File: src/rtl/io_controller.sv
// I/O request responder: executes OUT / IN / FINISH opcodes from the decoder,
// debounces the confirm button and stalls the core. Optional IN timeout: IO_TIMEOUT_EN.
module io_controller #(
  parameter int DATA_W          = 32,
  parameter int SW_W            = 16,
  parameter int DEBOUNCE_CYCLES = 50000,
  parameter int TIMEOUT_CYCLES  = 1000000
) (
  input  logic              clk,
  input  logic              rst,
  input  logic [1:0]        io_op,
  input  logic [DATA_W-1:0] out_data,
  input  logic [SW_W-1:0]   switches,
  input  logic              btn_confirm,
  input  logic              resume,
  output logic              stall,
  output logic [DATA_W-1:0] in_data,
  output logic              in_data_valid,
  output logic [DATA_W-1:0] display,
  output logic              out_strobe,
  output logic              finished,
  output logic              timeout_flag
);

  typedef enum logic [2:0] {
    S_IDLE, S_WAIT_PRESS, S_WAIT_RELEASE, S_DONE_IN, S_HALT
  } state_e;

  localparam logic [1:0] OP_NONE   = 2'b00;
  localparam logic [1:0] OP_OUT    = 2'b01;
  localparam logic [1:0] OP_IN     = 2'b10;
  localparam logic [1:0] OP_FINISH = 2'b11;

  localparam int              DB_W    = $clog2(DEBOUNCE_CYCLES);
  localparam logic [DB_W-1:0] DB_LAST = DB_W'(DEBOUNCE_CYCLES - 1);

  if (SW_W > DATA_W || DEBOUNCE_CYCLES < 2 || TIMEOUT_CYCLES < 2) begin : g_param_check
    $error("io_controller: illegal parameter combination");
  end

  state_e            state_q, state_d;
  logic              btn_meta_q, btn_s_q, btn_db_q, btn_db_d;
  logic [DB_W-1:0]   db_cnt_q, db_cnt_d;
  logic [DATA_W-1:0] display_q, display_d;
  logic [DATA_W-1:0] in_data_q, in_data_d;
  logic              out_strobe_q, out_strobe_d;
  logic              db_flip, press, release_evt;

`ifdef IO_TIMEOUT_EN
  localparam int              TO_W    = $clog2(TIMEOUT_CYCLES);
  localparam logic [TO_W-1:0] TO_LAST = TO_W'(TIMEOUT_CYCLES - 1);
  logic [TO_W-1:0] to_cnt_q, to_cnt_d;
  logic            timeout_flag_q, timeout_flag_d;
`endif

  // Debounced level only moves after DEBOUNCE_CYCLES consecutive disagreeing samples.
  assign db_flip     = (btn_s_q != btn_db_q) && (db_cnt_q == DB_LAST);
  assign press       = db_flip &  btn_s_q;
  assign release_evt = db_flip & ~btn_s_q;

  always_comb begin
    btn_db_d = btn_db_q;
    db_cnt_d = '0;
    if (btn_s_q != btn_db_q) begin
      if (db_cnt_q == DB_LAST) btn_db_d = btn_s_q;
      else                     db_cnt_d = db_cnt_q + 1'b1;
    end
  end

  // NOTE: every signal written here gets a default first, so no path can infer a latch.
  always_comb begin
    state_d       = state_q;
    display_d     = display_q;
    in_data_d     = in_data_q;
    out_strobe_d  = 1'b0;
    stall         = 1'b0;
    in_data_valid = 1'b0;
    finished      = 1'b0;
`ifdef IO_TIMEOUT_EN
    to_cnt_d       = to_cnt_q;
    timeout_flag_d = timeout_flag_q;
`endif
    unique case (state_q)
      S_IDLE: begin
        unique case (io_op)
          OP_NONE: ;
          OP_OUT: begin
            display_d    = out_data;
            out_strobe_d = 1'b1;
          end
          OP_IN: begin
            stall   = 1'b1;
            state_d = S_WAIT_PRESS;
`ifdef IO_TIMEOUT_EN
            to_cnt_d = '0;
`endif
          end
          OP_FINISH: begin
            stall   = 1'b1;
            state_d = S_HALT;
          end
        endcase
      end
      S_WAIT_PRESS: begin
        stall = 1'b1;
        if (press) begin
          in_data_d = DATA_W'(switches);
          state_d   = S_WAIT_RELEASE;
        end
`ifdef IO_TIMEOUT_EN
        else if (to_cnt_q == TO_LAST) begin
          in_data_d      = '0;
          timeout_flag_d = 1'b1;
          state_d        = S_DONE_IN;
        end else begin
          to_cnt_d = to_cnt_q + 1'b1;
        end
`endif
      end
      S_WAIT_RELEASE: begin
        stall = 1'b1;
        if (release_evt) state_d = S_DONE_IN;
      end
      S_DONE_IN: begin
        in_data_valid = 1'b1;
        state_d       = S_IDLE;
      end
      S_HALT: begin
        stall    = 1'b1;
        finished = 1'b1;
        if (resume) state_d = S_IDLE;
      end
      default: state_d = S_IDLE;
    endcase
    if (rst) begin
      stall         = 1'b0;
      in_data_valid = 1'b0;
    end
  end

  // NOTE: sequential state uses non-blocking assignments so all flops update together.
  always_ff @(posedge clk) begin
    if (rst) begin
      state_q      <= S_IDLE;
      btn_meta_q   <= 1'b0;
      btn_s_q      <= 1'b0;
      btn_db_q     <= 1'b0;
      db_cnt_q     <= '0;
      display_q    <= '0;
      in_data_q    <= '0;
      out_strobe_q <= 1'b0;
    end else begin
      state_q      <= state_d;
      btn_meta_q   <= btn_confirm;
      btn_s_q      <= btn_meta_q;
      btn_db_q     <= btn_db_d;
      db_cnt_q     <= db_cnt_d;
      display_q    <= display_d;
      in_data_q    <= in_data_d;
      out_strobe_q <= out_strobe_d;
    end
  end

`ifdef IO_TIMEOUT_EN
  always_ff @(posedge clk) begin
    if (rst) begin
      to_cnt_q       <= '0;
      timeout_flag_q <= 1'b0;
    end else begin
      to_cnt_q       <= to_cnt_d;
      timeout_flag_q <= timeout_flag_d;
    end
  end
  assign timeout_flag = timeout_flag_q;
`else
  assign timeout_flag = 1'b0;
`endif

  assign in_data    = in_data_q;
  assign display    = display_q;
  assign out_strobe = out_strobe_q;

endmodule

File: config.mk
export PLATFORM = sky130hd
export DESIGN_NAME = io_controller
export DESIGN_NICKNAME = d
export VERILOG_FILES = /design/src/rtl/io_controller.sv
export SDC_FILE = /design/constraint.sdc
export NUM_CORES = 1
export LEC_CHECK = 0
export CAP_MARGIN = 20
export CORE_ASPECT_RATIO = 2
export CORE_MARGIN = 3
export CORE_UTILIZATION = 39
export CTS_BUF_LIST = sky130_fd_sc_hd__clkbuf_4
export CTS_CLUSTER_SIZE = 20
export DETAILED_ROUTE_END_ITERATION = 12
export HOLD_SLACK_MARGIN = 0.05
export PLACE_DENSITY = 0.77
export SKIP_LAST_GASP = 1
export SLEW_MARGIN = 25
export SYNTH_ARGS = -nofsm -noshare
export SYNTH_HDL_FRONTEND = slang
export SYNTH_SLANG_ARGS = --single-unit
File: constraint.sdc
create_clock -name clk -period 2.5 [get_ports clk]
set_input_delay 0.625 -clock clk [delete_from_list [all_inputs] [get_ports clk]]
set_output_delay 0.625 -clock clk [all_outputs]
set_load 0.01 [all_outputs]
Word-level counts from Yosys, hierarchy flattened
Cells that the tools add are included.
{ "word_totals": {"mem_count": 0, "output_inout_bits": 69, "romBits": 0, "mem_bits_rw": 0, "wordCells": 49, "in_bits": 54, "latch_bits": 0, "register_bits": 71} }
{ "op_classes": {"addsub": 1, "n_reduce_logical": 10, "n_div": 0, "magnitude_cmp": 0, "mul": 0, "shifts": 0, "bitwise_logic": 5, "muxes": 12, "n_eq_ne": 13} }
{ "ops": {"columns": ["cell", "count"], "rows": [
  ["16-bit by 1-bit adder with 16-bit output (second input constant)", 1],
  ["16-bit == test (second input constant)", 1],
  ["3-bit case mux with 4 select lines", 1],
  ["3-bit two-way mux", 3],
  ["3-bit by 2-bit == test with 1-bit output (second input constant)", 2],
  ["1-bit two-way mux", 6],
  ["2-bit inequality test (second input constant)", 3],
  ["3-bit case mux with 2 select lines", 1],
  ["2-bit AND reduction", 3],
  ["3-bit OR reduction", 2],
  ["2-bit == test (second input constant)", 2],
  ["4-bit AND reduction", 1],
  ["2-bit OR reduction", 2],
  ["3-bit by 1-bit == test with 1-bit output (second input constant)", 1],
  ["3-bit == test (second input constant)", 1],
  ["3-bit zero test", 1],
  ["3-bit by 1-bit inequality test with 1-bit output (second input constant)", 1],
  ["1-bit inverter", 3],
  ["1-bit AND", 2],
  ["2-bit by 1-bit == test with 1-bit output (second input constant)", 1],
  ["1-bit case mux with 2 select lines", 1],
  ["1-bit logical AND", 1],
  ["1-bit inequality test", 1]
]} }

Depth between registers and ports, before layout
{ "depth": {"depth_word": 5, "ltp_mapped": 8, "ltp_nobuf": 6} }

Least setup slack after synthesis
Ideal clock, no wire load.
{ "synth_path": {"kind": "flip-flop to flip-flop", "startpoint": "reg db_cnt_q[7]", "endpoint": "reg in_data_q[10], in the netlist in_data[10]", "arrival_ns": 2.188, "path_buffers": 1, "stages_incl_launch_ff": 7, "synth_period_minus_slack_ns": 2.315, "setup_slack_ns": 0.185, "setup_ns": 0.128, "t_required_ns": 2.372, "cell_sequence": "dfxtp_1 or4b_1 or4_4 nor4_4 buf_6 mux2i_1 nor2_1"} }
{ "synth_via": {"elab_chain_cells": 4} }
{ "synth_rtl": {"columns": ["item", "line", "rtl"], "rows": [
  ["start, declared", "43", "logic [DB_W-1:0] db_cnt_q, db_cnt_d;"],
  ["start signal, assigned", "157", "db_cnt_q <= db_cnt_d;"],
  ["16-bit == test", "57", "assign db_flip = (btn_s_q != btn_db_q) && (db_cnt_q == DB_LAST);"],
  ["1-bit logical AND", "57", null],
  ["1-bit AND", "58", "assign press = db_flip & btn_s_q;"],
  ["2-bit AND reduction (no line)", null, null],
  ["end signal, assigned", "159", "in_data_q <= in_data_d;"],
  ["end, declared", "45", "logic [DATA_W-1:0] in_data_q, in_data_d;"]
]} }
No other way between the ends.
A chain may end at the register's enable or synchronous reset.

Worst setup path in the final report
{ "layout_path": {"startpoint": "in io_op[1]", "endpoint": "out stall"} }
{ "layout_via": {"elab_chain_cells": 5, "word_cells_on_any_way": 6, "classes_between": "eq/ne (2); mux (3); reduce/logical (1)"} }
{ "layout_rtl": {"columns": ["item", "line", "rtl"], "rows": [
  ["start, declared", "11", "input logic [1:0] io_op,"],
  ["2-bit == test", "85", "unique case (io_op)"],
  ["2-bit OR reduction (no line) *", null, null],
  ["1-bit two-way mux *", "85", null],
  ["1-bit case mux with 2 select lines *", "83", "unique case (state_q)"],
  ["1-bit two-way mux *", "135", "if (rst) begin"],
  ["end, declared", "16", "output logic stall,"]
]} }
Mark *: on every way between the ends. The rest lies on a longest branch, timed or not.

==> impl_summary.txt <==
----------------------------------------------------
[STA]
  Setup clock skew after layout ... approximately 16 ps
  Slew margin rel. ... between 50% and 60%
  Total negative slack ... 0 ps
  Number of hold violations in the final report ... 0
  Setup violation total in the final timing report ... 0
  Number of pins exceeding their max-slew limit in the final report ... 0
  Worst Max-Slew Pin Slew ... 621 ps
  Hold_ws ... between 400 and 500 ps
  Final worst path period need ... approximately 2400 ps
  Final worst-path cycle share ... between 90% and 100%
  RSZ-0062 raised after global routing ... no
  Maximum clock frequency ... between 0.4 and 0.5 GHz

[Worst setup path]
  CP arrival ... between 1500 and 2000 ps
  Highest net fanout along the worst path ... 2
  Endpoint kind of the worst setup timing path ... output pin
  Worst path required time ... between 1500 and 2000 ps
  Reg-to-reg critical path startpoint ... db_cnt_q[7]
  First element of the critical path ... io_op[1]
  Setup Crit Path Kind ... input port to output pin
  CP startpoint kind ... input port

[Drt]
  Post-detailed-route via-to-cell ratio ... 4.85
  Remaining design rule violation count ... 0
  Drt wl/cell ... 13.3 um
  First-pass iteration count of the detailed router ... 4
  1st-iter DRT viols ... between 80 and 90
  DR vias ... around 2,600
  Antenna Violating Nets Remaining ... 0
  Overall routed net length ... 7.20 mm

[Yosys]
  Portion of the post-synthesis area used by sequential elements ... around half
  Post-synthesis instance area ... between 2000 and 3000 sq um
  Ys flop type ... dfxtp_1
  Yosys warning count ... 0
  Async set-reset flop share out of synthesis ... 0%
  Flip-flop and latch count after synthesis ... 71
  Distinct cells, synth ... 38
  Gate Count Post-Synth ... approximately 340
  Post-synthesis average cell area ... about 8.5 sq um
  EDFF count, synth ... 0

[Layout]
  P&R area growth vs syn ... 41.8%
  Commonest cells after routing, fill and taps aside ... 101 x clkdlybuf4s50_1, 74 x nand2_1, 71 x dfxtp_1
  Area used by multi-input combinational logic ... 1310 sq um
  Area of all placed cells without fillers ... roughly 4100 sq um
  Antenna diode instance count ... 0
  Most common cell after layout, fill and taps aside ... clkdlybuf4s50_1
  Final Instance Count excl. Fillers ... about 540
  Nets ... 501
  Count of filler cells inserted in the layout ... ~650
  FF/Latch Area ... around 1400 sq um
  Fraction of final layout cells with drive strength greater than 1 ... under 10%

[Global routing]
  Initial antenna violation count ... 0
  Wire length of the first global-routing pass ... approximately 12 mm
  Total grt overflow ... 0
  GRT Overall Usage ... between 10% and 20%
  Maximum number of pins on one net before global-route repair ... just under 60
  Vias in the first global route ... approximately 2,700

[Die]
  Placeable core region ... roughly 7000 sq um
  Die X ... roughly 67 um
  I/O pin total ... between 100 and 150
  Die footprint ... between 8000 and 9000 sq um
  Die Y-Extent ... about 130 um
  Starting utilization of the core area ... 41.0%
  Count of standard-cell rows ... 43

[Placed design]
  Number of input and output port buffers inserted ... between 100 and 150
  Global placement routability congestion ... slightly below 0.8
  Post-detailed-placement half-perimeter wirelength ... approximately 5.3 mm
  Area post-placement ... 4000 sq um
  Placed Cells ... about 530

[Clock tree]
  Clock transition at the registers of the reported paths ... 100 ps
  Total of cells resized after clock tree synthesis ... 3
  CTS HTree Levels ... 3
  Post-CTS setup repair buffer count ... 0
  Inserted Clock Buffers ... 9
  Clock sink count ... 71
  Maximum count of clock buffers along a single path ... 2
  CTS tree ... yes
  Root buffer selected by CTS ... clkbuf_4
  Insertion delay to the later sink of the worst-skew pair ... 420 ps
  Number of hold-repair buffers added at the cts stage ... 0

[Worst hold path]
  Hold path start ... btn_meta_q
  Hold Path Class ... flip-flop to flip-flop

[Flow run]
  Maximum capacitance violations ... 0

[Power]
  Total power ... 2.09 mW
  Reported leakage power ... 1.45 nW
  Worst vdd rail ir drop ... 373 uV
  Areal power density over the cells ... roughly 510 nW/um^2

[Status]
  Result of the run ... finished clean

----------------------------------------------------
## registers in the layout, indices dropped and copies added (netlist names)
signal	flops
display	32
btn_s_q	1
btn_meta_q	1
out_strobe	1
db_cnt_q	16
in_data	16
btn_db_q	1
state_q	3
## cell type report
cell class	instances	area share, %
inverter	4	0.366
tap	90	2.74
clock inverter	7	0.915
multi-input combinational	245	31.8
clock buffer	9	1.65
sequential	71	34.6
timing repair buffer	115	27.8
## final timing paths
check             slack, ps          end  cells past startpoint
hold / removal          460      btn_s_q                      1
setup reg to reg        270  in_data[12]                      6
setup / recovery         80        stall                      4
hold reg to reg         460      btn_s_q                      1
## cells by family after synthesis
group           Yosys count  share of synthesized area [%]
flops                    71                           49.1
simple gates            153                           24.3
xor+xnor                 14                           4.24
buf+inv                  41                           7.79
compound gates           43                           8.09
fa+ha+maj                 1                          0.432
other cells               1                          0.130
mux                      17                           5.93
## routing by layer
metal  wire length, um  vias to the layer above  track usage [%]
met1              2540                     1208             17.6
met2              3940                      105             33.0
met3               590                        9             7.81
met5                 0                        -                0
met4               123                        0             7.66
li1                  -                     1301                -
## per-stage QoR
step | worst slack (ps) | util (%)
floorplan | 185 | -
global placement | -175 | 56.8
detailed placement | -267 | 56.8
CTS | 80.3 | 58.2
global route | 14.7 | 58.2
finish | 84.6 | 58.2
## critical path, stage by stage
cell	delay (ps)
clkdlybuf4s50_1	480
nor4_1	60
a2111oi_0	290
dlygate4sd2_1	330
## synth_stat cells, types with 2 or more instances
cell | instances | area (sq um)
nand2_1 | 74 | 278
dfxtp_1 | 71 | 1420
nor2_1 | 38 | 143
a21oi_1 | 34 | 170
clkbuf_1 | 19 | 71.3
buf_4 | 17 | 128
mux2i_1 | 16 | 160
nand3_1 | 8 | 40.0
xor2_1 | 8 | 70.1
xnor2_1 | 6 | 52.6
nor3_1 | 5 | 25.0
nor4_1 | 5 | 31.3
inv_1 | 4 | 15.0
and3_1 | 3 | 18.8
nand2b_1 | 3 | 18.8
nor2b_1 | 3 | 18.8
o21ai_0 | 3 | 15.0
and4_2 | 2 | 20.0
nand3b_1 | 2 | 15.0
nand4_1 | 2 | 12.5
## power breakdown
part           switching, mW  internal [mW]
combinational          0.136          0.169
clock                  0.409          0.194
sequential            0.0193           1.17
total                  0.565           1.53
No activity file was read; power rests on OpenSTA's default activity.
